===== src/rtl/udp_rx_demux.sv =====
// udp_rx_demux: GMII receive-side UDP parser and port demultiplexer.
// Validates Ethernet II / IPv4 / UDP headers on the fly, matches the UDP
// destination port against PORT_LIST and packs the payload into an
// AXI-Stream with tkeep, tdest (port index) and tuser (corrupt packet).
module udp_rx_demux #(
  parameter int                        DATA_WIDTH = 32,
  parameter int                        NUM_PORTS  = 4,
  parameter logic [NUM_PORTS*16-1:0]   PORT_LIST  = {16'h1390, 16'h138F, 16'h138E, 16'h138D},
  parameter int                        CHECK_IP   = 1,
  localparam int                       KEEP_W     = DATA_WIDTH / 8,
  localparam int                       DEST_W     = (NUM_PORTS > 1) ? $clog2(NUM_PORTS) : 1
) (
  input  logic                  aclk,
  input  logic                  areset,
  input  logic [7:0]            data_in,
  input  logic                  data_valid,
  input  logic [47:0]           mac_d_addr,
  input  logic [31:0]           ip_d_addr,
  output logic [DATA_WIDTH-1:0] m_axis_tdata,
  output logic [KEEP_W-1:0]     m_axis_tkeep,
  output logic [DEST_W-1:0]     m_axis_tdest,
  output logic                  m_axis_tuser,
  output logic                  m_axis_tlast,
  output logic                  m_axis_tvalid,
  input  logic                  m_axis_tready,
  output logic                  pkt_ok,
  output logic                  pkt_drop,
  output logic                  pkt_err
);

  // Lane counter must be able to hold KEEP_W itself (a full word).
  localparam int LANE_W = $clog2(KEEP_W) + 1;

  typedef enum logic [2:0] {
    IDLE,
    HEADER,
    PAYLOAD,
    TERM,
    DRAIN
  } state_t;

  state_t                  state_q, state_d;
  logic                    dv_prev_q, dv_prev_d;
  logic [10:0]             cnt_q, cnt_d;
  logic                    mac_ok_q, mac_ok_d;
  logic                    bc_ok_q, bc_ok_d;
  logic [7:0]              port_hi_q, port_hi_d;
  logic [7:0]              len_hi_q, len_hi_d;
  logic [10:0]             rem_q, rem_d;
  logic [DEST_W-1:0]       dest_q, dest_d;
  logic [DATA_WIDTH-1:0]   acc_q, acc_d;
  logic [LANE_W-1:0]       lane_q, lane_d;
  logic                    ovf_q, ovf_d;

  logic [DATA_WIDTH-1:0]   tdata_q, tdata_d;
  logic [KEEP_W-1:0]       tkeep_q, tkeep_d;
  logic [DEST_W-1:0]       tdest_q, tdest_d;
  logic                    tuser_q, tuser_d;
  logic                    tlast_q, tlast_d;
  logic                    tvalid_q, tvalid_d;
  logic                    ok_q, ok_d;
  logic                    drop_q, drop_d;
  logic                    err_q, err_d;

  // Header comparison helpers.
  logic [7:0]              mac_bytes [0:5];
  logic [7:0]              ip_bytes  [0:3];
  logic [1:0]              ip_idx;
  logic [NUM_PORTS-1:0]    port_hit;
  logic                    port_any;
  logic [DEST_W-1:0]       hit_idx;
  logic [15:0]             udp_len;
  logic                    frame_start;

  // Per-cycle working values.
  logic                    hdr_fail;
  logic                    mac_hit;
  logic                    bc_hit;
  logic                    last_byte;
  logic                    can_load;
  logic                    load;
  logic [LANE_W-1:0]       n_fill;
  logic [DATA_WIDTH-1:0]   acc_base;
  logic [DATA_WIDTH-1:0]   word_v;
  logic [DATA_WIDTH-1:0]   issue_data;
  logic [KEEP_W-1:0]       issue_keep;
  logic                    issue_last;
  logic                    issue_user;

  // MAC and IP addresses are transmitted most significant byte first.
  genvar gi;
  generate
    for (gi = 0; gi < 6; gi++) begin : g_mac
      assign mac_bytes[gi] = mac_d_addr[8*(5-gi) +: 8];
    end
    for (gi = 0; gi < 4; gi++) begin : g_ip
      assign ip_bytes[gi] = ip_d_addr[8*(3-gi) +: 8];
    end
    for (gi = 0; gi < NUM_PORTS; gi++) begin : g_port
      assign port_hit[gi] = ({port_hi_q, data_in} == PORT_LIST[16*gi +: 16]);
    end
  endgenerate

  // Bytes 30..33 carry the destination IP; low counter bits minus 2 give the index.
  assign ip_idx      = cnt_q[1:0] - 2'd2;
  assign udp_len     = {len_hi_q, data_in};
  assign frame_start = data_valid & ~dv_prev_q;
  assign can_load    = ~tvalid_q | m_axis_tready;
  // A fresh word starts from zero so unused upper lanes read as 0.
  assign acc_base    = (lane_q == '0) ? '0 : acc_q;

  // Number of filled lanes to a contiguous keep mask.
  function automatic logic [KEEP_W-1:0] keep_of(input logic [LANE_W-1:0] n);
    logic [KEEP_W-1:0] k;
    k = '0;
    for (int i = 0; i < KEEP_W; i++) begin
      if (i < int'(n)) k[i] = 1'b1;
    end
    return k;
  endfunction

  // Priority-encode the port match: on duplicates the lowest index wins.
  always_comb begin
    port_any = |port_hit;
    hit_idx  = '0;
    for (int i = NUM_PORTS - 1; i >= 0; i--) begin
      if (port_hit[i]) hit_idx = DEST_W'(i);
    end
  end

  // Next-state, header checks, lane packing and output beat register.
  always_comb begin
    state_d    = state_q;
    dv_prev_d  = data_valid;
    cnt_d      = cnt_q;
    mac_ok_d   = mac_ok_q;
    bc_ok_d    = bc_ok_q;
    port_hi_d  = port_hi_q;
    len_hi_d   = len_hi_q;
    rem_d      = rem_q;
    dest_d     = dest_q;
    acc_d      = acc_q;
    lane_d     = lane_q;
    ovf_d      = ovf_q;
    ok_d       = 1'b0;
    drop_d     = 1'b0;
    err_d      = 1'b0;
    hdr_fail   = 1'b0;
    mac_hit    = 1'b0;
    bc_hit     = 1'b0;
    last_byte  = 1'b0;
    load       = 1'b0;
    n_fill     = '0;
    word_v     = '0;
    issue_data = '0;
    issue_keep = '0;
    issue_last = 1'b0;
    issue_user = 1'b0;

    case (state_q)
      IDLE: begin
        if (frame_start) begin
          cnt_d    = 11'd1;
          ovf_d    = 1'b0;
          lane_d   = '0;
          mac_hit  = (data_in == mac_bytes[0]);
          bc_hit   = (data_in == 8'hFF);
          mac_ok_d = mac_hit;
          bc_ok_d  = bc_hit;
          if (!(mac_hit || bc_hit)) begin
            drop_d  = 1'b1;
            state_d = DRAIN;
          end else begin
            state_d = HEADER;
          end
        end
      end

      HEADER: begin
        if (!data_valid) begin
          drop_d  = 1'b1;
          state_d = DRAIN;
        end else begin
          if (cnt_q != 11'h7FF) cnt_d = cnt_q + 11'd1;
          if (cnt_q < 11'd6) begin
            mac_hit  = mac_ok_q && (data_in == mac_bytes[cnt_q[2:0]]);
            bc_hit   = bc_ok_q && (data_in == 8'hFF);
            mac_ok_d = mac_hit;
            bc_ok_d  = bc_hit;
            hdr_fail = !(mac_hit || bc_hit);
          end
          if ((CHECK_IP != 0) && (cnt_q >= 11'd30) && (cnt_q <= 11'd33) &&
              (data_in != ip_bytes[ip_idx])) begin
            hdr_fail = 1'b1;
          end
          case (cnt_q)
            11'd12: if (data_in != 8'h08) hdr_fail = 1'b1;
            11'd13: if (data_in != 8'h00) hdr_fail = 1'b1;
            11'd14: if (data_in != 8'h45) hdr_fail = 1'b1;
            11'd23: if (data_in != 8'h11) hdr_fail = 1'b1;
            11'd36: port_hi_d = data_in;
            11'd37: begin
              if (!port_any) hdr_fail = 1'b1;
              else dest_d = hit_idx;
            end
            11'd38: len_hi_d = data_in;
            11'd39: begin
              if (udp_len < 16'd9) hdr_fail = 1'b1;
              rem_d = udp_len[10:0] - 11'd8;
            end
            default: ;
          endcase
          if (hdr_fail) begin
            drop_d  = 1'b1;
            state_d = DRAIN;
          end else if (cnt_q == 11'd41) begin
            state_d = PAYLOAD;
          end
        end
      end

      PAYLOAD: begin
        if (!data_valid) begin
          // Truncated: flush whatever is pending as a corrupt tlast beat.
          issue_data = acc_base;
          issue_keep = keep_of(lane_q);
          issue_last = 1'b1;
          issue_user = 1'b1;
          lane_d     = '0;
          if (!ovf_q && can_load) begin
            load    = 1'b1;
            err_d   = 1'b1;
            state_d = IDLE;
          end else begin
            ovf_d   = 1'b1;
            state_d = TERM;
          end
        end else begin
          word_v = acc_base;
          for (int i = 0; i < KEEP_W; i++) begin
            if (lane_q == LANE_W'(i)) word_v[8*i +: 8] = data_in;
          end
          n_fill    = lane_q + 1'b1;
          last_byte = (rem_q <= 11'd1);
          rem_d     = rem_q - 11'd1;
          acc_d     = word_v;
          lane_d    = n_fill;
          if (last_byte || (lane_q == LANE_W'(KEEP_W - 1))) begin
            lane_d     = '0;
            issue_data = word_v;
            issue_keep = keep_of(n_fill);
            issue_last = last_byte;
            if (!ovf_q && can_load) load = 1'b1;
            else ovf_d = 1'b1;
          end
          if (last_byte) begin
            if (ovf_q || !can_load) begin
              state_d = TERM;
            end else begin
              ok_d    = 1'b1;
              state_d = DRAIN;
            end
          end
        end
      end

      TERM: begin
        // Words were lost: close the packet with an empty corrupt beat.
        if (can_load) begin
          issue_last = 1'b1;
          issue_user = 1'b1;
          load       = 1'b1;
          err_d      = 1'b1;
          state_d    = data_valid ? DRAIN : IDLE;
        end
      end

      DRAIN: begin
        if (!data_valid) state_d = IDLE;
      end

      default: state_d = IDLE;
    endcase

    tvalid_d = tvalid_q;
    tdata_d  = tdata_q;
    tkeep_d  = tkeep_q;
    tdest_d  = tdest_q;
    tuser_d  = tuser_q;
    tlast_d  = tlast_q;
    if (tvalid_q && m_axis_tready) tvalid_d = 1'b0;
    if (load) begin
      tvalid_d = 1'b1;
      tdata_d  = issue_data;
      tkeep_d  = issue_keep;
      tdest_d  = dest_q;
      tuser_d  = issue_user;
      tlast_d  = issue_last;
    end
  end

  // State and output registers with synchronous reset.
  always_ff @(posedge aclk) begin
    if (areset) begin
      state_q   <= IDLE;
      dv_prev_q <= 1'b1;
      cnt_q     <= '0;
      mac_ok_q  <= 1'b0;
      bc_ok_q   <= 1'b0;
      port_hi_q <= '0;
      len_hi_q  <= '0;
      rem_q     <= '0;
      dest_q    <= '0;
      acc_q     <= '0;
      lane_q    <= '0;
      ovf_q     <= 1'b0;
      tdata_q   <= '0;
      tkeep_q   <= '0;
      tdest_q   <= '0;
      tuser_q   <= 1'b0;
      tlast_q   <= 1'b0;
      tvalid_q  <= 1'b0;
      ok_q      <= 1'b0;
      drop_q    <= 1'b0;
      err_q     <= 1'b0;
    end else begin
      state_q   <= state_d;
      dv_prev_q <= dv_prev_d;
      cnt_q     <= cnt_d;
      mac_ok_q  <= mac_ok_d;
      bc_ok_q   <= bc_ok_d;
      port_hi_q <= port_hi_d;
      len_hi_q  <= len_hi_d;
      rem_q     <= rem_d;
      dest_q    <= dest_d;
      acc_q     <= acc_d;
      lane_q    <= lane_d;
      ovf_q     <= ovf_d;
      tdata_q   <= tdata_d;
      tkeep_q   <= tkeep_d;
      tdest_q   <= tdest_d;
      tuser_q   <= tuser_d;
      tlast_q   <= tlast_d;
      tvalid_q  <= tvalid_d;
      ok_q      <= ok_d;
      drop_q    <= drop_d;
      err_q     <= err_d;
    end
  end

  assign m_axis_tdata  = tdata_q;
  assign m_axis_tkeep  = tkeep_q;
  assign m_axis_tdest  = tdest_q;
  assign m_axis_tuser  = tuser_q;
  assign m_axis_tlast  = tlast_q;
  assign m_axis_tvalid = tvalid_q;
  assign pkt_ok        = ok_q;
  assign pkt_drop      = drop_q;
  assign pkt_err       = err_q;

endmodule


===== config.mk =====
export PLATFORM = sky130hd
export DESIGN_NAME = udp_rx_demux
export DESIGN_NICKNAME = d
export VERILOG_FILES = /design/src/rtl/udp_rx_demux.sv
export SDC_FILE = /design/constraint.sdc
export NUM_CORES = 1
export LEC_CHECK = 0
export ABC_AREA = 1
export BUFFER_PORTS_ARGS = -buffer_cell sky130_fd_sc_hd__clkbuf_2
export CAP_MARGIN = 30
export CORE_ASPECT_RATIO = 1.25
export CORE_MARGIN = 2
export CORE_UTILIZATION = 45
export DETAILED_ROUTE_END_ITERATION = 7
export PLACE_DENSITY = 0.74
export SLEW_MARGIN = 20
export SYNTH_ARGS = -nofsm -noshare
export SYNTH_HDL_FRONTEND = slang
export SYNTH_SLANG_ARGS = --single-unit

===== constraint.sdc =====
create_clock -name aclk -period 3 [get_ports aclk]
set_clock_uncertainty 0.1 [all_clocks]
set_input_delay 0.6 -clock aclk [delete_from_list [all_inputs] [get_ports aclk]]
set_output_delay 0.6 -clock aclk [all_outputs]
set_load 0.01 [all_outputs]

After elaboration in Yosys (flattened, before gate mapping)
Cells that the tools add are included.
{"block": "classes", "eq_ne": 39, "addsub": 5, "n_reduce_logical": 32, "n_bitwise": 9, "muxes": 98, "n_lt_le_gt_ge": 15}
{"cell": "$mux 32", "count": 4}
{"cell": "$mux 11", "count": 6}
{"cell": "$eq 16x13->1 const B", "count": 4}
{"cell": "$mux 8", "count": 8}
{"cell": "$eq 11x6->1 const B", "count": 5}
{"cell": "$pmux 11 s2", "count": 2}
{"cell": "$mux 1", "count": 43}
{"cell": "$mux 3", "count": 14}
{"cell": "$eq 11x4->1 const B", "count": 3}
{"cell": "$bmux 8 s3", "count": 1}
{"cell": "$bmux 8 s2", "count": 1}
{"cell": "$eq 8x8->1", "count": 2}
{"cell": "$lt 16x4->1 const B", "count": 1}
{"cell": "$pmux 1 s2", "count": 8}
{"cell": "$reduce_and 4->1", "count": 4}
{"cell": "$pmux 3 s5", "count": 1}
{"cell": "$ne 2x2->1 const B", "count": 7}
{"cell": "$eq 3x2->1 const B", "count": 4}
{"cell": "$lt 1x3->1 const A", "count": 4}
{"cell": "$lt 2x3->1 const A", "count": 4}
{"cell": "$mux 4", "count": 3}
{"cell": "$add 11x1->11 const B", "count": 1}
{"cell": "$eq 11x5->1 const B", "count": 1}
{"cell": "$ge 11x5->1 const B", "count": 1}
{"cell": "other kinds (38)", "count": 66}
{"block": "totals", "elab_cells": 219, "ff_bits": 126}

Depth between registers and ports, before layout
{"block": "logic_depth", "word_depth": 17, "mapped_depth": 19, "depth_no_buf": 17}

Least setup slack after synthesis
No wires, ideal clock.
{"block": "synth_path", "kind": "in2reg", "start": "input data_in[2]", "end": "register state_q[2]", "arrival_time_ns": 1.963, "setup_time_ns": 0.114, "slack_ns": 0.824, "n_path_buf": 1, "required_ns": 2.786, "cell_stages": 15, "path_cell_list": "buf_2 > inv_1 > nand3_1 > nor2_1 > nand3_1 > nand2_1 > nor2_1 > a21oi_1 > nand2_1 > nor2_1 > nand3_1 > nand2_2 > inv_2 > nor2_1 > nor2_1"}
{"block": "synth_between", "elab_chain_len": 13}
{"element": "from (decl)", "line": "15", "source": "input logic [7:0] data_in,"}
{"element": "parallel branches: the longest is 13 deep, another holds $lt 16x4->1"}
{"element": "to (signal assigned)", "line": "327", "source": "state_q <= state_d;"}
{"element": "to (decl)", "line": "42", "source": "state_t state_q, state_d;"}
Parallel ways; which one is timed is not known. The select of a mux whose other input is x is not followed.
A chain may end at the register's enable or synchronous reset.

Worst setup path in the final report
{"block": "layout_path", "start": "register cnt_q[0]", "end": "register state_q[2]"}
{"block": "layout_between", "elab_chain_len": 17}
{"element": "from (decl)", "line": "44", "source": "logic [10:0] cnt_q, cnt_d;"}
{"element": "from (signal assigned)", "line": "329", "source": "cnt_q <= cnt_d;"}
{"element": "$not 3->4 (implied by the code)", "line": "186", "source": "mac_hit = mac_ok_q && (data_in == mac_bytes[cnt_q[2:0]]);"}
{"element": "$bmux 8 s3", "line": "186"}
{"element": "$mux 8 (implied by the code) (2 in a row)", "line": "186"}
{"element": "$eq 8x8->1", "line": "186"}
{"element": "$logic_and 1x1->1", "line": "186"}
{"element": "$logic_or 1x1->1", "line": "190", "source": "hdr_fail = !(mac_hit || bc_hit);"}
{"element": "$logic_not 1->1", "line": "190"}
{"element": "$mux 1", "line": "185", "source": "if (cnt_q < 11'd6) begin"}
{"element": "$mux 1", "line": "192", "source": "if ((CHECK_IP != 0) && (cnt_q >= 11'd30) && (cnt_q <= 11'd33) &&"}
{"element": "$mux 1, or another cell as far along", "line": "208", "source": "if (udp_len < 16'd9) hdr_fail = 1'b1;"}
{"element": "$pmux 1 s6", "line": "196", "source": "case (cnt_q)"}
{"element": "$mux 1", "line": "180", "source": "if (!data_valid) begin"}
{"element": "$mux 1", "line": "160", "source": "case (state_q)"}
{"element": "$mux 3", "line": "213", "source": "if (hdr_fail) begin"}
{"element": "$mux 3", "line": "180"}
{"element": "$pmux 3 s5", "line": "160"}
Parallel ways exist; a longest one is shown, timed or not. The select of a mux whose other input is x is not followed.

==> impl_metrics.tcl <==
set metrics [dict create \
    status "finished, final reports clean" \
    initial_core_util_pct 46.2 \
    drive_gt1_share_pct 21.2 \
    portBuffers 135 \
    cp-start-kind "flop" \
    final_nets 1389 \
    antenna_found_initial 0 \
    syn_area_mm2 0.00778 \
    cts_buffer_depth 2 \
    drv_cap 0 \
    synth_top_cell_by_area "dfxtp_1" \
    fin_ws_ps 500 \
    die_area_mm2 0.0184 \
    routed_via_density 5.48 \
    tightestPinTransition_ps 852 \
    clk_latency_ps 420 \
    synth_area_leaders "dfxtp_1 (32%), nand2_1 (13%), nor2_1 (8.4%), a21oi_1 (5.5%), o21ai_0 (5.3%)" \
    path_class "flop to flop" \
    slew_headroom_pct 43.2 \
    die_w_um 122 \
    yosysMostFrequentCell "nand2_1" \
    grt_max_degree 61 \
    cts_tree "yes" \
    synth-async-reset-ratio_pct 0 \
    switchingPower_mw 2.50 \
    hold_path_depth 2 \
    synth-seq-cells 126 \
    syn_to_final_growth_pct 19.1 \
    swShare_pct 37.4 \
    cts_buffers 17 \
    cpPeakStageDelay_ps 470 \
    path_common_cell "nand2_1" \
    max_freq_mhz 400 \
    synth_cells 1172 \
    power.static_leakage_nw 4.11 \
    setup_viol 0 \
    reg2reg_slack_ps 500 \
    cts_setup_buffers 0 \
    root_buffer "clkbuf_16" \
    cellPowerDensity_mw_per_mm2 723 \
    r2r_cells 17 \
    synth_warnings 0 \
    gp_congestion 0.961 \
    min-delay-path-class "flop to flop" \
    p_int_mw 4.19 \
    hold_path.startpoint "acc_q[31]" \
    grt_pass1_wl_mm 38.5 \
    htree_levels 4 \
    multiInputGateArea_mm2 0.00455 \
    hold_end "acc_q[31]" \
    seq_area_mm2 0.00252 \
    antennaDiodeCount 0 \
    drc 0 \
    rr_startpoint "cnt_q[0]" \
    hold_buffers 0 \
    fin_tns_setup_ps 0 \
    place_hpwl_mm 17.5 \
    fillers 1675 \
    critical-path-slowest-cell "dfxtp_1" \
    crit_fanout 45 \
    synth.distinct_cells 55 \
    period_share_pct 83.3 \
    rows 53 \
    wl_mm 24.0 \
    p_seq_share_pct 31.2 \
    cp.arrival_ps 2710 \
    min_period_ps 2500 \
    ys_seq_area_share_pct 32.4 \
    dr.pass1.iters 5 \
    synth_edf_count 0 \
    synth_top_area_share_pct 32.4 \
    io_pins 136 \
    drtIter0Drc 600 \
    clkTransAtPathRegs_ps 60 \
    syn_area_per_cell_um2 6.64 \
    hold_violations 0 \
    synth_common_cells "nand2_1 (264), nor2_1 (175), dfxtp_1 (126), a21oi_1 (85), o21ai_0 (83)" \
    rsz0062_at_grt "no" \
    crit_required_ps 3220 \
    synth_nets 1274 \
    drv_slew 0 \
    die_h_um 151 \
    grt_util_all_layers_pct 26.4 \
    wire_per_inst_um 15.8 \
    cts_sinks 126 \
    peakVddDrop_v 0.000436 \
    r2r-end "state_q[2]" \
    comb_power_share_pct 34.6 \
    num_vias 8337 \
    place_worst_setup_slack_ps 408 \
    core_area_mm2 0.0168 \
    path_cells "buf_12 > ha_1 > inv_1 > nor2_2 > nand3_1 > nand2_1 > nand2_1 > nor2_1 > nand3_1 > nand2_1 > inv_1 > nor2_1 > nand2_1 > nand2_1 > nand2_1 > o21bai_1 > nor2_1" \
    pwr-share-clk_pct 34.2 \
    grt_pass1_vias 7777 \
    ys.flop_type "dfxtp_1" \
    grt_overflow 0 \
    cp-end-kind "flop" \
    ant_nets 0 \
    cts.repair.resized 0 \
]
## registers in the layout, indices dropped and copies added, names as in the netlist, 2 cells and up
signal / flops
lane_q: 3
acc_q: 32
port_hi_q: 8
m_axis_tdest: 2
rem_q: 11
m_axis_tdata: 32
len_hi_q: 8
state_q: 3
m_axis_tkeep: 4
dest_q: 2
cnt_q: 11
## power by group through the flow
stage	clock [mW]	sequential (mW)	combinational, mW
floorplan	0	2.19	1.58
global placement	0	2.11	2.27
detailed placement	0	2.12	2.29
CTS	2.30	2.09	2.31
global route	2.37	2.12	2.58
finish	2.29	2.09	2.31
## kinds of logic (layout without fill, tap and decap cells)
logic type | Yosys count | count (layout) | synth area share [%]
DFF | 126 | 126 | 32.4
AOI/OAI and AO/OA | 282 | 282 | 21.6
buffers and inverters | 158 | 286 | 9.12
adders and majority gates | 10 | 10 | 1.61
and+or+nand+nor | 578 | 578 | 33.2
xor gates and xnor gates | 18 | 18 | 2.03
## layout make-up
class,count,share of cell area [%]
multi-input combinational,888,49.1
sequential,126,27.2
timing repair buffer,159,9.78
clock buffer,19,4.78
inverter,95,3.90
tap,220,2.97
clock inverter,13,2.30
## how the worst max path moves through the flow
| stage | start | end | slack, ps | depth (start not counted) |
|---|---|---|---|---|
| 2_1_floorplan | data_in[2] | state_q[2] | 820 | 15 |
| 3_5_place_dp | data_in[4] | state_q[2] | 410 | 14 |
| 4_1_cts | cnt_q[0] | state_q[0] | 520 | 17 |
| 6_report | cnt_q[0] | state_q[2] | 500 | 17 |
| 3_3_place_gp | data_in[4] | state_q[0] | 450 | 14 |
| 5_1_grt | cnt_q[0] | state_q[2] | 170 | 17 |
## layer usage
layer / GRT usage (%) / wire [um]
met1: 31.5 / 9680
met2: 44.8 / 11400
met3: 5.50 / 1910
met4: 13.6 / 990
met5: 0 / 0
## layout by cell type (no fill, tap or decap), types with 5 or more instances in the layout
cell,instances
nand2_1,264
nor2_1,175
clkbuf_2,135
dfxtp_1,126
a21oi_1,85
o21ai_0,83
nand3_1,81
inv_1,67
o21ai_1,33
inv_2,21
buf_4,20
clkbuf_16,17
o211ai_1,15
xor2_1,15
a211oi_2,14
o22ai_1,13
a31oi_1,10
ha_1,10
nor2_4,9
nand3_2,9
nand4_1,8
a21oi_2,8
o21a_1,6
nor3_1,6
clkinv_1,5
nor2_2,5
bufinv_16,5
clkinv_4,5
## through the flow
| stage | power [mW] | util, % | hold slack [ps] | instance area [um^2] | std cells |
|---|---|---|---|---|---|
| 6_report | 6.70 | 55.0 | 364 | 9270 | 1520 |
| 3_3_place_gp | 4.38 | 51.1 | 352 | 8610 | 1488 |
| 3_5_place_dp | 4.41 | 51.1 | 357 | 8610 | 1488 |
| 5_1_grt | 7.07 | 55.0 | 377 | 9270 | 1520 |
| 4_1_cts | 6.71 | 55.0 | 366 | 9270 | 1520 |
| 2_1_floorplan | 3.77 | - | 340 | 7780 | 1172 |
## critical path: cells and delay by family, from the launching register on
kind	cells	cell delay, ps
buffers and inverters	3	340
AND/OR/NAND/NOR	12	1150
AO/OA/AOI/OAI	1	120
flip-flops	1	470
adder cells (fa/ha/maj)	1	190
(Power assumes the default switching activity.)
